**src/rtl/muldiv_unit_pkg.sv**
```systemverilog
// Shared constants for the iterative multiply/divide unit: funct3 op codes,
// FSM state encodings and the default machine width.
package muldiv_unit_pkg;

    localparam int unsigned MXLEN = 32;

    localparam logic [2:0] MD_MUL    = 3'd0;
    localparam logic [2:0] MD_MULH   = 3'd1;
    localparam logic [2:0] MD_MULHSU = 3'd2;
    localparam logic [2:0] MD_MULHU  = 3'd3;
    localparam logic [2:0] MD_DIV    = 3'd4;
    localparam logic [2:0] MD_DIVU   = 3'd5;
    localparam logic [2:0] MD_REM    = 3'd6;
    localparam logic [2:0] MD_REMU   = 3'd7;

    localparam logic [1:0] MD_IDLE  = 2'd0;
    localparam logic [1:0] MD_CALC  = 2'd1;
    localparam logic [1:0] MD_FIXUP = 2'd2;
    localparam logic [1:0] MD_DONE  = 2'd3;

endpackage

```
**src/rtl/muldiv_abs.sv**
```systemverilog
// Two's-complement magnitude helper: when is_signed and the MSB is set the
// value is negated and sign is raised, otherwise the value passes through.
module muldiv_abs
    import muldiv_unit_pkg::*;
#(
    parameter int unsigned XLEN = MXLEN
) (
    input  logic [XLEN-1:0] value,
    input  logic            is_signed,
    output logic [XLEN-1:0] magnitude,
    output logic            sign
);

    always_comb begin
        sign      = is_signed & value[XLEN-1];
        magnitude = sign ? -value : value;
    end

endmodule

```
**src/rtl/muldiv_unit.sv**
```systemverilog
// Iterative RV32M multiply/divide unit: one bit per cycle over a shared
// 2*XLEN accumulator, with valid/ready handshakes and a pass-through tag.
module muldiv_unit
    import muldiv_unit_pkg::*;
#(
    parameter int unsigned XLEN  = MXLEN,
    parameter int unsigned TAG_W = 5
) (
    input  logic             clk,
    input  logic             rst,
    input  logic             flush,
    input  logic             in_valid,
    output logic             in_ready,
    input  logic [2:0]       in_op,
    input  logic [XLEN-1:0]  in_rs1,
    input  logic [XLEN-1:0]  in_rs2,
    input  logic [TAG_W-1:0] in_tag,
    output logic             out_valid,
    input  logic             out_ready,
    output logic [XLEN-1:0]  out_result,
    output logic [TAG_W-1:0] out_tag
);

    localparam int unsigned CNT_W = $clog2(XLEN + 1);

    logic [1:0]        state_q, state_d;
    logic [2:0]        op_q;
    logic [TAG_W-1:0]  tag_q;
    logic              sign_a_q, sign_b_q;
    logic [XLEN-1:0]   mag_b_q, result_q;
    logic [2*XLEN-1:0] acc_q, acc_next;
    logic [CNT_W-1:0]  cnt_q;

    logic              rs1_signed, rs2_signed;
    logic [XLEN-1:0]   mag_a, mag_b;
    logic              sign_a, sign_b;
    logic              special;
    logic [XLEN-1:0]   special_result;
    logic              is_mul, last_iter;
    logic [XLEN:0]     add_a, add_b;
    logic [XLEN+1:0]   add_sum;
    logic [2*XLEN-1:0] fix_in;
    logic              fix_neg;
    logic [2*XLEN:0]   fix_mag;
    logic              fix_sign;
    logic [XLEN-1:0]   fix_result;
    logic              unused_fix;

    always_comb begin
        rs1_signed = (in_op == MD_MULH) || (in_op == MD_MULHSU) ||
                     (in_op == MD_DIV)  || (in_op == MD_REM);
        rs2_signed = (in_op == MD_MULH) || (in_op == MD_DIV) || (in_op == MD_REM);
    end

    muldiv_abs #(.XLEN(XLEN)) u_abs_rs1 (
        .value     (in_rs1),
        .is_signed (rs1_signed),
        .magnitude (mag_a),
        .sign      (sign_a)
    );

    muldiv_abs #(.XLEN(XLEN)) u_abs_rs2 (
        .value     (in_rs2),
        .is_signed (rs2_signed),
        .magnitude (mag_b),
        .sign      (sign_b)
    );

    // Divide-by-zero and signed overflow are resolved at accept time.
    always_comb begin
        logic div_zero, overflow;
        div_zero = (in_rs2 == '0);
        overflow = ((in_op == MD_DIV) || (in_op == MD_REM)) &&
                   (in_rs1 == {1'b1, {(XLEN-1){1'b0}}}) && (in_rs2 == '1);
        special  = in_op[2] && (div_zero || overflow);
        if (div_zero) begin
            special_result = in_op[1] ? in_rs1 : '1;
        end else begin
            special_result = in_op[1] ? '0 : in_rs1;
        end
    end

    // One shared XLEN+1 adder: add for shift-add multiply, subtract for restoring divide.
    always_comb begin
        is_mul  = !op_q[2];
        add_a   = is_mul ? {1'b0, acc_q[2*XLEN-1:XLEN]} : acc_q[2*XLEN-1:XLEN-1];
        add_b   = is_mul ? {1'b0, (acc_q[0] ? mag_b_q : '0)} : ~{1'b0, mag_b_q};
        add_sum = {1'b0, add_a} + {1'b0, add_b} + {{(XLEN+1){1'b0}}, !is_mul};
        if (is_mul) begin
            acc_next = {add_sum[XLEN:0], acc_q[XLEN-1:1]};
        end else if (add_sum[XLEN+1]) begin
            acc_next = {add_sum[XLEN-1:0], acc_q[XLEN-2:0], 1'b1};
        end else begin
            acc_next = {acc_q[2*XLEN-2:0], 1'b0};
        end
    end

    always_comb begin
        if (is_mul) begin
            fix_in  = acc_q;
            fix_neg = sign_a_q ^ sign_b_q;
        end else if (!op_q[1]) begin
            fix_in  = {{XLEN{1'b0}}, acc_q[XLEN-1:0]};
            fix_neg = sign_a_q ^ sign_b_q;
        end else begin
            fix_in  = {{XLEN{1'b0}}, acc_q[2*XLEN-1:XLEN]};
            fix_neg = sign_a_q;
        end
    end

    // The negate flag rides in an extra MSB so the magnitude helper negates exactly when asked.
    muldiv_abs #(.XLEN(2*XLEN+1)) u_abs_fix (
        .value     ({fix_neg, fix_in}),
        .is_signed (1'b1),
        .magnitude (fix_mag),
        .sign      (fix_sign)
    );

    assign unused_fix = fix_sign ^ fix_mag[2*XLEN];
    assign fix_result = (is_mul && op_q != MD_MUL) ? fix_mag[2*XLEN-1:XLEN] : fix_mag[XLEN-1:0];
    assign last_iter  = (cnt_q == CNT_W'(XLEN - 1));

    always_comb begin
        state_d = state_q;
        case (state_q)
            MD_IDLE:  if (in_valid) state_d = special ? MD_DONE : MD_CALC;
            MD_CALC:  if (last_iter) state_d = MD_FIXUP;
            MD_FIXUP: state_d = MD_DONE;
            MD_DONE:  if (out_ready) state_d = MD_IDLE;
            default:  state_d = MD_IDLE;
        endcase
    end

    always_ff @(posedge clk) begin
        if (rst || flush) begin
            state_q  <= MD_IDLE;
            op_q     <= '0;
            tag_q    <= '0;
            sign_a_q <= 1'b0;
            sign_b_q <= 1'b0;
            mag_b_q  <= '0;
            acc_q    <= '0;
            cnt_q    <= '0;
            result_q <= '0;
        end else begin
            state_q <= state_d;
            case (state_q)
                MD_IDLE: begin
                    if (in_valid) begin
                        op_q     <= in_op;
                        tag_q    <= in_tag;
                        sign_a_q <= sign_a;
                        sign_b_q <= sign_b;
                        mag_b_q  <= mag_b;
                        acc_q    <= {{XLEN{1'b0}}, mag_a};
                        cnt_q    <= '0;
                        if (special) result_q <= special_result;
                    end
                end
                MD_CALC: begin
                    acc_q <= acc_next;
                    if (!last_iter) cnt_q <= cnt_q + CNT_W'(1);
                end
                MD_FIXUP: result_q <= fix_result;
                default: ;
            endcase
        end
    end

    assign in_ready   = (state_q == MD_IDLE);
    assign out_valid  = (state_q == MD_DONE);
    assign out_result = result_q;
    assign out_tag    = tag_q;

endmodule

```
**config.mk**
```make
export PLATFORM = sky130hd
export DESIGN_NAME = muldiv_unit
export DESIGN_NICKNAME = d
export VERILOG_FILES = /design/src/rtl/muldiv_unit_pkg.sv /design/src/rtl/muldiv_abs.sv /design/src/rtl/muldiv_unit.sv
export SDC_FILE = /design/constraint.sdc
export NUM_CORES = 1
export LEC_CHECK = 0
export CORE_MARGIN = 2
export CORE_UTILIZATION = 31
export CTS_BUF_LIST = sky130_fd_sc_hd__clkbuf_4 sky130_fd_sc_hd__clkbuf_8
export DETAILED_ROUTE_END_ITERATION = 6
export PLACE_DENSITY = 0.57
export SYNTH_ARGS = -nofsm -noshare
export SYNTH_HDL_FRONTEND = slang
export SYNTH_SLANG_ARGS = --single-unit
```
**constraint.sdc**
```tcl
create_clock -name clk -period 6.9 [get_ports clk]
set_input_delay 1.38 -clock clk [delete_from_list [all_inputs] [get_ports clk]]
set_output_delay 1.38 -clock clk [all_outputs]
set_load 0.02 [all_outputs]
```
==> impl_metrics.ini <==
[timing]
max_clock_freq_mhz = 192
slew_headroom_pct = 11.6
period_share_pct = 75.6
hold_viol = 0
fin_skew_ns = 0.0206
report.final.slew_viol_count = 0
finalCriticalPeriod_ns = 5.22
setup_tns_ns = 0
tightest_slew_ns = 1.32
grt_setup_unrepaired = no
setup_viol = 0

[clock_network]
clock_sinks = 146
htree_levels = 4
ctsHoldBuffers = 0
cts_resized = 0
clk_pin_slew_ns = 0.09
cts_max_path_buffers = 2
ctsRootBufferMaster = clkbuf_8
cts_tree = done
clk_latency_ns = 0.49
numCtsBuffers = 17
post_cts_buffers = 0

[worst_setup_path]
r2r_end = acc_q[42]$_SDFFE_PP0P_
rr_startpoint = op_q[2]$_SDFFE_PP0P_
cp-end-kind = flop
crit_chain = buf_4, mux2_2, ha_1, nand4_1, nor3_1, nand3_1, a21oi_1, buf_4, nor3_1, buf_4, a211o_1, a32o_1
critPathRequiredTime_ns = 7.28
cp_slowest_cell = dfxtp_4
slowest_delay_ns = 0.94
reg2reg_depth = 12
crit_buf_inv = 3
crit_top_cell = buf_4
crit_arrival_ns = 5.59
crit_fanout = 77
cp-start-kind = flop
r2r_setup_slack_ns = 1.68
crit_type = flop to flop
critical_path.top_delay_family = buffers and inverters

[route]
first_pass_iters = 5
met3_length_mm = 4.11
antenna_left = 0
dr.max_layer_used = met4
remaining_drc_errors = 0
wl_met1_mm = 25.9
drt-total-wl_mm = 58.9
wl_per_cell_um = 22.8
vias = 15500
vias_per_cell = 5.99
drt_iter0_drc = 1571
routed-wl-met2_mm = 26.7

[die]
start_util_pct = 31.5
die_h_um = 219
fp.dieW_um = 219
core_um2 = 45600
fp.dieArea_um2 = 48100
num_rows = 78
io_pins = 116

[power_and_ir_drop]
power.internal_mw = 1.53
seqPwrFrac_pct = 38.4
p_leak_nw = 5.41
p_comb_share_pct = 28.1
ir_drop_mv = 0.104
p_sw_share_pct = 35.2
switchingPower_uw = 834
power_density_nw_per_um2 = 145
clkPwrFrac_pct = 33.5

[logic_synthesis]
syn_avg_cell_area_um2 = 7.25
ys_top_cells_by_area = dfxtp_1 20%, a21oi_1 5.4%, nand2_1 5.3%
syn_area_um2 = 14400
synth_xor_area_share_pct = 7.92
ys_ff_latch = 146
synth_edf_count = 0
syn-num-nets = 2102
ys_types = 87
synthTopCellsByCount = 201 x nand2_1, 168 x nor2_1, 156 x a21oi_1
ys_warn_count = 0
synth_top_family_by_area = compound AO/OA/AOI/OAI gates
synth_top_area_share_pct = 20.3
synthMuxAreaShare_pct = 6.82
synth_simple_gate_area_share_pct = 22.3
synth_most_common_cell = nand2_1
synthCells = 1982
synth_compound_area_share_pct = 31.3
async_flop_share_pct = 0
synth_top_area_cell = dfxtp_1
ys_dominant_reg_cell = dfxtp_1
synthAdderAreaFrac_pct = 5.66
ys_seq_area_share_pct = 20.3

[min_path]
min_from = out_tag[4]$_SDFFE_PP0P_
hp-class = flop to flop
whs_path_depth = 2
hold_end = out_tag[4]$_SDFFE_PP0P_

[cells_and_area]
seq_area_um2 = 2930
multi_input_area_um2 = 10700
final_nets = 2092
fillers = 4822
areaGrowthSynthToFinish_pct = 13.5
final_util_pct = 35.8
drive_above_1_share_pct = 6.55

[run_status]
status = completed

[global_route]
overflow = 0
antenna_found_initial = 1
grt_pass1_vias = 14700
track_usage_pct = 24.2
grt_pass1_wl_mm = 90.1
grt_max_degree = 78

[placement]
gp_congestion = 0.963
dp_hpwl_mm = 44.1
portBuffers = 115

[run]
drv_cap = 0
==> state kept, by name, summed over array words and instances (netlist names) <==
name and flops:
cnt_q 6, sign_b_q 1, sign_a_q 1, acc_q 64, out_result 32, op_q 3
mag_b_q 32, out_tag 5, state_q 2
==> power groups by stage <==
stage          clock [mW]  sequential [mW]  combinational, mW
6_report            0.794            0.909              0.665
3_5_place_dp            0            0.928              0.647
3_3_place_gp            0            0.927              0.649
2_1_floorplan           0            0.905              0.414
4_1_cts             0.804            0.908              0.652
5_1_grt             0.836            0.912              0.716
==> metrics by stage <==
step	hold slack, ns	total power, mW	std cells	setup slack [ns]	instance area, um^2
finish	0.462	2.37	2586	1.68	16300
global route	0.483	2.46	2585	1.33	16300
CTS	0.461	2.36	2585	1.80	16300
detailed placement	0.449	1.58	2553	1.48	15900
global placement	0.444	1.58	2553	1.52	15900
floorplan	0.442	1.32	1982	1.75	14400
==> worst reg2reg max path, stage by stage, from the launching register on <==
cell     delay [ns]
dfxtp_4        0.94
buf_4          0.80
mux2_2         0.46
ha_1           0.50
nand4_1        0.26
nor3_1         0.54
nand3_1        0.26
a21oi_1        0.19
buf_4          0.27
nor3_1         0.12
buf_4          0.22
a211o_1        0.31
a32o_1         0.24
==> logic make-up after synthesis <==
logic type / count (synthesis)
multiplexers: 94
adder cells (fa/ha/maj): 69
AND/OR/NAND/NOR: 652
flip-flops: 146
XOR/XNOR: 130
AO/OA/AOI/OAI: 681
buffers and inverters: 210
==> placed cells by master, fill, tap and decap left out, drive strengths merged, types with 55 or more instances in the layout <==
master,Yosys,final
nand3,65,65
clkdlybuf4s50,0,115
xnor2,75,75
mux2i,63,63
nor2,169,169
nand2,202,202
dfxtp,146,146
a211oi,81,81
a21oi,156,156
xor2,55,55
o21ai,153,153
==> layout make-up <==
type                    count  area share (%)
multi-input cells        1626            65.4
inverters                  32           0.736
flip-flops and latches    146            17.9
well taps                 600            4.60
clock buffers              23            1.79
repair buffers            149            8.62
clock inverters             9           0.951
diodes                      1          0.0153
==> routing by layer <==
| metal | vias to the layer above | global-route usage [%] |
|---|---|---|
| met1 | 7329 | 32.8 |
| met3 | 91 | 3.35 |
| met2 | 657 | 38.9 |
| li1 | 7413 | - |
| met4 | 0 | 9.05 |
| met5 | - | 0 |
==> worst max-delay path by stage <==
stage          cells past startpoint  slack [ns]            startpoint                    endpoint
2_1_floorplan                     19        1.75  op_q[2]$_SDFFE_PP0P_      acc_q[54]$_SDFFE_PP0P_
3_3_place_gp                       8        1.52            in_rs1[27]  out_result[8]$_SDFFE_PP0P_
3_5_place_dp                       8        1.48            in_rs1[27]  out_result[8]$_SDFFE_PP0P_
4_1_cts                           12        1.80  op_q[2]$_SDFFE_PP0P_      acc_q[42]$_SDFFE_PP0P_
5_1_grt                           12        1.33  op_q[2]$_SDFFE_PP0P_      acc_q[42]$_SDFFE_PP0P_
6_report                          12        1.68  op_q[2]$_SDFFE_PP0P_      acc_q[42]$_SDFFE_PP0P_
Note: power is estimated with default switching activity, not from simulation.
